==> src/rtl/router_port_ctrl.sv <==
// Port controller for the 1x3 router: latches the header address, steers write
// enable and full flag to the addressed FIFO, and flushes ports whose reader stalls.
module router_port_ctrl #(
  parameter int TIMEOUT = 30
) (
  input  logic       clock,
  input  logic       reset,
  input  logic       detect_add,
  input  logic [1:0] data_in,
  input  logic       write_enb_reg,
  input  logic       read_enb_0,
  input  logic       read_enb_1,
  input  logic       read_enb_2,
  input  logic       empty_0,
  input  logic       empty_1,
  input  logic       empty_2,
  input  logic       full_0,
  input  logic       full_1,
  input  logic       full_2,
  output logic [2:0] write_enb,
  output logic       fifo_full,
  output logic       vld_out_0,
  output logic       vld_out_1,
  output logic       vld_out_2,
  output logic       soft_reset_0,
  output logic       soft_reset_1,
  output logic       soft_reset_2,
  output logic       addr_err
);

  localparam int CW = $clog2(TIMEOUT + 1);
  localparam logic [CW-1:0] CNT_LAST = CW'(TIMEOUT - 1);

  logic [1:0] addr;
  logic [2:0] rd;
  logic [2:0] emp;
  logic [2:0] vld;
  logic [2:0] sr;

  assign rd  = {read_enb_2, read_enb_1, read_enb_0};
  assign emp = {empty_2, empty_1, empty_0};
  assign vld = ~emp;

  assign vld_out_0 = vld[0];
  assign vld_out_1 = vld[1];
  assign vld_out_2 = vld[2];

  assign soft_reset_0 = sr[0];
  assign soft_reset_1 = sr[1];
  assign soft_reset_2 = sr[2];

  always_ff @(posedge clock or posedge reset) begin
    if (reset) begin
      addr     <= 2'b00;
      addr_err <= 1'b0;
    end else if (detect_add) begin
      addr     <= data_in;
      addr_err <= (data_in == 2'b11);
    end
  end

  // Address 3 has no FIFO: drop writes and never report full so the packet drains.
  always_comb begin
    write_enb = 3'b000;
    fifo_full = 1'b0;
    case (addr)
      2'b00: begin
        write_enb = {2'b00, write_enb_reg};
        fifo_full = full_0;
      end
      2'b01: begin
        write_enb = {1'b0, write_enb_reg, 1'b0};
        fifo_full = full_1;
      end
      2'b10: begin
        write_enb = {write_enb_reg, 2'b00};
        fifo_full = full_2;
      end
      default: begin
        write_enb = 3'b000;
        fifo_full = 1'b0;
      end
    endcase
  end

  // Stall counters; a pulse also clears the count so pulses never run back-to-back.
  for (genvar g = 0; g < 3; g++) begin : g_port
    logic [CW-1:0] cnt;

    always_ff @(posedge clock or posedge reset) begin
      if (reset) begin
        cnt   <= '0;
        sr[g] <= 1'b0;
      end else if (!vld[g] || rd[g] || sr[g]) begin
        cnt   <= '0;
        sr[g] <= 1'b0;
      end else if (cnt == CNT_LAST) begin
        cnt   <= '0;
        sr[g] <= 1'b1;
      end else begin
        cnt   <= cnt + CW'(1);
        sr[g] <= 1'b0;
      end
    end
  end

endmodule

==> config.mk <==
export PLATFORM = sky130hd
export DESIGN_NAME = router_port_ctrl
export DESIGN_NICKNAME = d
export VERILOG_FILES = /design/src/rtl/router_port_ctrl.sv
export SDC_FILE = /design/constraint.sdc
export NUM_CORES = 1
export LEC_CHECK = 0
export ABC_CLOCK_PERIOD_IN_PS = 1900
export CORE_MARGIN = 2
export CORE_UTILIZATION = 50
export DETAILED_ROUTE_END_ITERATION = 10
export PLACE_DENSITY = 0.84
export SKIP_LAST_GASP = 1
export SLEW_MARGIN = 5
export SYNTH_ARGS = -nofsm -noshare
export SYNTH_HDL_FRONTEND = slang
export SYNTH_SLANG_ARGS = --single-unit
==> constraint.sdc <==
create_clock -name clock -period 1.9 [get_ports clock]
set_input_delay 0.285 -clock clock [delete_from_list [all_inputs] [get_ports clock]]
set_output_delay 0.285 -clock clock [all_outputs]
set_load 0.03 [all_outputs]
Word-level counts from Yosys, hierarchy flattened
Index checks and enable logic that the tools add are counted.
{"block": "word_totals", "register_bits": 21, "output_inout_bits": 11, "word_cells": 42}
{"block": "classes", "n_addsub": 3, "n_eq_ne": 6, "n_mux": 14, "bitwise": 1, "reduce_logical": 10}
{"operator": "5-bit 2-to-1 mux", "count": 6}
{"operator": "5-bit by 1-bit adder with 5-bit output, second input constant", "count": 3}
{"operator": "5-bit equality test, second input constant", "count": 3}
{"operator": "3-bit one-hot mux with 3 select lines", "count": 1}
{"operator": "1-bit logical OR", "count": 6}
{"operator": "1-bit 2-to-1 mux", "count": 6}
{"operator": "2-bit equality test, second input constant", "count": 2}
{"operator": "1-bit logical NOT", "count": 3}
{"operator": "3-bit inverter", "count": 1}
{"operator": "1-bit one-hot mux with 3 select lines", "count": 1}
{"operator": "2-bit by 1-bit equality test with 1-bit output, second input constant", "count": 1}
{"operator": "2-bit logical NOT", "count": 1}

Depth between registers and ports, before layout
{"block": "logic_depth", "depth_word": 5, "depth_mapped": 5, "mapped_depth_nobuf": 5}

Least setup slack after synthesis
OpenSTA, ideal clock, no wires.
{"block": "synth_timing", "kind": "flip-flop to output port", "from": "register addr[1]", "to": "output port write_enb[0]", "arrival_time_ps": 1159, "t_required_ps": 1615, "setup_slack_ps": 456, "path_stages_with_launch": 2, "path_cell_list": "dfrtp_1 -> nor3b_1"}
{"block": "synth_between", "elab_chain_cells": 2, "word_cells_on_any_way": 4, "cone_classes": "eq/ne: 2; mux: 1; reduce/logical: 1"}
{"element": "from (decl)", "line": "34", "rtl": "logic [1:0] addr;"}
{"element": "from (signal assigned)", "line": "57", "rtl": "addr <= data_in;"}
{"element": "2-bit equality test, or another cell as far along", "line": "66", "rtl": "case (addr)"}
{"element": "3-bit one-hot mux with 3 select lines *", "line": "66"}
{"element": "to (decl)", "line": "20", "rtl": "output logic [2:0] write_enb,"}
Mark *: on every way between the ends. The rest lies on a longest branch, timed or not.

Worst setup path in the final report
{"block": "layout_timing", "from": "input port empty_1", "to": "output port vld_out_1"}
{"block": "layout_between", "elab_chain_cells": 1}
{"element": "from (decl)", "line": "15", "rtl": "input logic empty_1,"}
{"element": "3-bit inverter", "line": "42", "rtl": "assign vld = ~emp;"}
{"element": "to (decl)", "line": "23", "rtl": "output logic vld_out_1,"}
No other way between the ends.

==> impl_metrics.env <==
export IMPL_synth_edf_count=0
export IMPL_vias=724
export IMPL_synthMuxAreaShare_pct=3.41
export IMPL_antenna_found_initial=0
export IMPL_drive_gt1_share_pct=9.32
export IMPL_core_area_sq_um=1760
export IMPL_yosysWarnings=0
export IMPL_wl_per_cell_microns=12.4
export IMPL_hold_class="primary input to asynchronous set/reset pin"
export IMPL_final_cells=143
export IMPL_critPathTopFamily="buffers and inverters"
export IMPL_yosys_area_share_simple_pct=21.1
export IMPL_drt_pass1_iter_count=2
export IMPL_rows=15
export IMPL_clock_root_buffer="clkbuf_4"
export IMPL_yosysSeqAreaShare_pct=55.1
export IMPL_synth_distinct_cells=18
export IMPL_worst_pin_slew_ns=0.328
export IMPL_critPathKind="primary input to output port"
export IMPL_netlist_instances=88
export IMPL_clkSinkCount=21
export IMPL_setup_violations=0
export IMPL_place_inst=139
export IMPL_rsz0062_at_grt="false"
export IMPL_drt_initial_drc_count=3
export IMPL_drc=0
export IMPL_insertion_delay_ns=0.29
export IMPL_slew_headroom_pct=78.1
export IMPL_start_util_pct=54.0
export IMPL_routed_wirelength_microns=1770
export IMPL_synth_area_leader_cell="dfrtp_1"
export IMPL_synthToLayoutAreaGrowth_pct=32.9
export IMPL_path_common_cell="clkdlybuf4s50_1"
export IMPL_netlist_area_sq_um=953
export IMPL_chipWidth_microns=47.7
export IMPL_via_per_inst=5.06
export IMPL_arrival_ns=1.49
export IMPL_clk_pin_slew_ns=0.11
export IMPL_tns_ns=0
export IMPL_yosysTopAreaCellShare_pct=55.1
export IMPL_power_density_nw_per_um2=632
export IMPL_synth_compound_area_share_pct=1.05
export IMPL_synthArstFlopShare_pct=100
export IMPL_status="finished, final reports clean"
export IMPL_maxCapViolCount=0
export IMPL_cts_max_level=1
export IMPL_grt_pass1_vias=752
export IMPL_io_pins=26
export IMPL_syn_num_nets=109
export IMPL_yosys_top_cells_area="dfrtp_1 55%, ha_1 7.9%, nor2_1 6.3%"
export IMPL_cp_max_fo=3
export IMPL_period_minus_slack_ns=1.78
export IMPL_fmax_mhz=562
export IMPL_final_antenna_net_count=0
export IMPL_finalMaxSlewViolations=0
export IMPL_critPathLaunchType="primary input"
export IMPL_final_nets=140
export IMPL_die_area_sq_um=2270
export IMPL_cp_cell_sequence="clkdlybuf4s50_1, inv_1, clkdlybuf4s50_1"
export IMPL_synth_top_family_by_area="simple AND/OR/NAND/NOR gates"
export IMPL_n_antenna_cell=0
export IMPL_io_buffers=25
export IMPL_synth_xor_area_share_pct=8.27
export IMPL_syn_avg_cell_area_sq_um=10.8
export IMPL_synth_fa_ha_area_share_pct=7.87
export IMPL_peakVddDrop_uv=455
export IMPL_cp_slowest_cell="clkdlybuf4s50_1"
export IMPL_clock_path_buffers=2
export IMPL_grt_max_degree=22
export IMPL_cp_end_kind="output port"
export IMPL_grt_ovfl_total=0
export IMPL_hold_viol=0
export IMPL_tritoncts="done"
export IMPL_track_usage_pct=19.0
export IMPL_crit_path_max_incr_delay_ns=0.66
export IMPL_synth_main_ff_cell="dfrtp_1"
export IMPL_die_y_microns=47.7
export IMPL_cp_required_ns=1.62
export IMPL_clock_skew_ns=0.00308
export IMPL_fin_util_pct=71.8
export IMPL_hpwl_microns=1400
export IMPL_synth_most_common_cell="dfrtp_1"
export IMPL_period_share_pct=93.6
export IMPL_cts_buffers=3
export IMPL_p_leak_nw=0.597
export IMPL_synth_top_cells_by_count="21 x dfrtp_1, 16 x nor2_1, 8 x inv_1"
export IMPL_grt_pass1_wl_microns=3060
export IMPL_ys_ff_latch=21
export IMPL_crit_buf_inv=3
export IMPL_place_gp_congestion=0.708
[layout make-up]
| class | count | area, sq um |
|---|---|---|
| multi-input cells | 59 | 398 |
| flip-flops and latches | 21 | 526 |
| inverters | 8 | 30.0 |
| clock buffers | 3 | 22.5 |
| repair buffers | 26 | 255 |
| clock inverters | 1 | 5.00 |
| fillers | 138 | 497 |
| well taps | 25 | 31.3 |
[report_power, final]
| part | leakage [nW] | internal, mW | total (mW) | switching (mW) |
|---|---|---|---|---|
| sequential | 0.285 | 0.458 | 0.472 | 0.0135 |
| combinational | 0.294 | 0.0611 | 0.125 | 0.0639 |
| clock | 0.0177 | 0.0783 | 0.204 | 0.126 |
| total | 0.597 | 0.598 | 0.801 | 0.203 |
[routing by layer]
metal  part of all wire [%]  track usage [%]
met1                     41             23.1
met2                     56             33.8
met3                    3.3             3.77
met4                      0             6.49
met5                      0                0
[cell families after synthesis]
group,after synthesis
flip-flops,21
AO/OA/AOI/OAI,2
adder cells (fa/ha/maj),6
XOR/XNOR,9
AND/OR/NAND/NOR,39
buffers and inverters,8
multiplexers,3
[worst min-delay path: stages]
cell	delay, ns
clkdlybuf4s50_1	0.39
inv_1	0.05
buf_4	0.26
[registers in the layout, summed over array words and instances (netlist names)]
| name | cells |
|---|---|
| soft_reset_2 | 1 |
| addr | 2 |
| soft_reset_1 | 1 |
| soft_reset_0 | 1 |
| addr_err | 1 |
| g_port.cnt | 15 |
[metrics by stage]
| step | hold slack [ns] | setup slack [ns] | cell area (sq um) | power (mW) |
|---|---|---|---|---|
| floorplan | 0.262 | 0.456 | 953 | 0.540 |
| global placement | 0.468 | 0.0227 | 1240 | 0.606 |
| detailed placement | 0.481 | -0.0282 | 1240 | 0.610 |
| CTS | 0.300 | 0.0122 | 1260 | 0.818 |
| global route | 0.329 | 0.0731 | 1270 | 0.850 |
| finish | 0.303 | 0.122 | 1270 | 0.801 |
[repair_timing]
action	4_1_cts	5_1_grt
gates resized for setup	2	1
buffers inserted	0	0
pin swaps	0	0
hold buffers	0	0
setup endpoints to repair	2	1
[path summary, 6_finish.rpt]
check	slack [ns]	endpoint	cells past startpoint	from
worst max-delay path	0.12	vld_out_1	3	empty_1
worst min-delay path	0.30	addr[1]	3	reset
worst max register to register	0.80	g_port[0].cnt[4]	5	g_port[0].cnt[1]
worst min register to register	0.49	soft_reset_1	1	soft_reset_1
max in group asynchronous	1.39	soft_reset_2	3	reset
min in group clock	0.49	soft_reset_1	1	soft_reset_1
[cells in the final DEF (no fill, tap or decap)]
cell,netlist,layout
xnor2_1,3,3
clkbuf_4,0,3
dlygate4sd2_1,0,2
nand3b_1,1,1
nor3b_1,1,1
nand2_1,4,4
and3b_1,1,1
nor2_1,16,16
dlymetal6s2s_1,0,1
nor3_2,3,3
clkinv_2,0,1
inv_1,8,8
xor2_1,6,6
ha_1,6,6
nand3_1,7,7
o21ai_0,1,1
mux2_2,2,2
o21ai_1,1,1
dfrtp_1,21,21
nand4_1,3,3
nor4_1,3,3
clkdlybuf4s50_1,0,21
mux2i_1,1,1
buf_4,0,2
(Power assumes the default switching activity.)
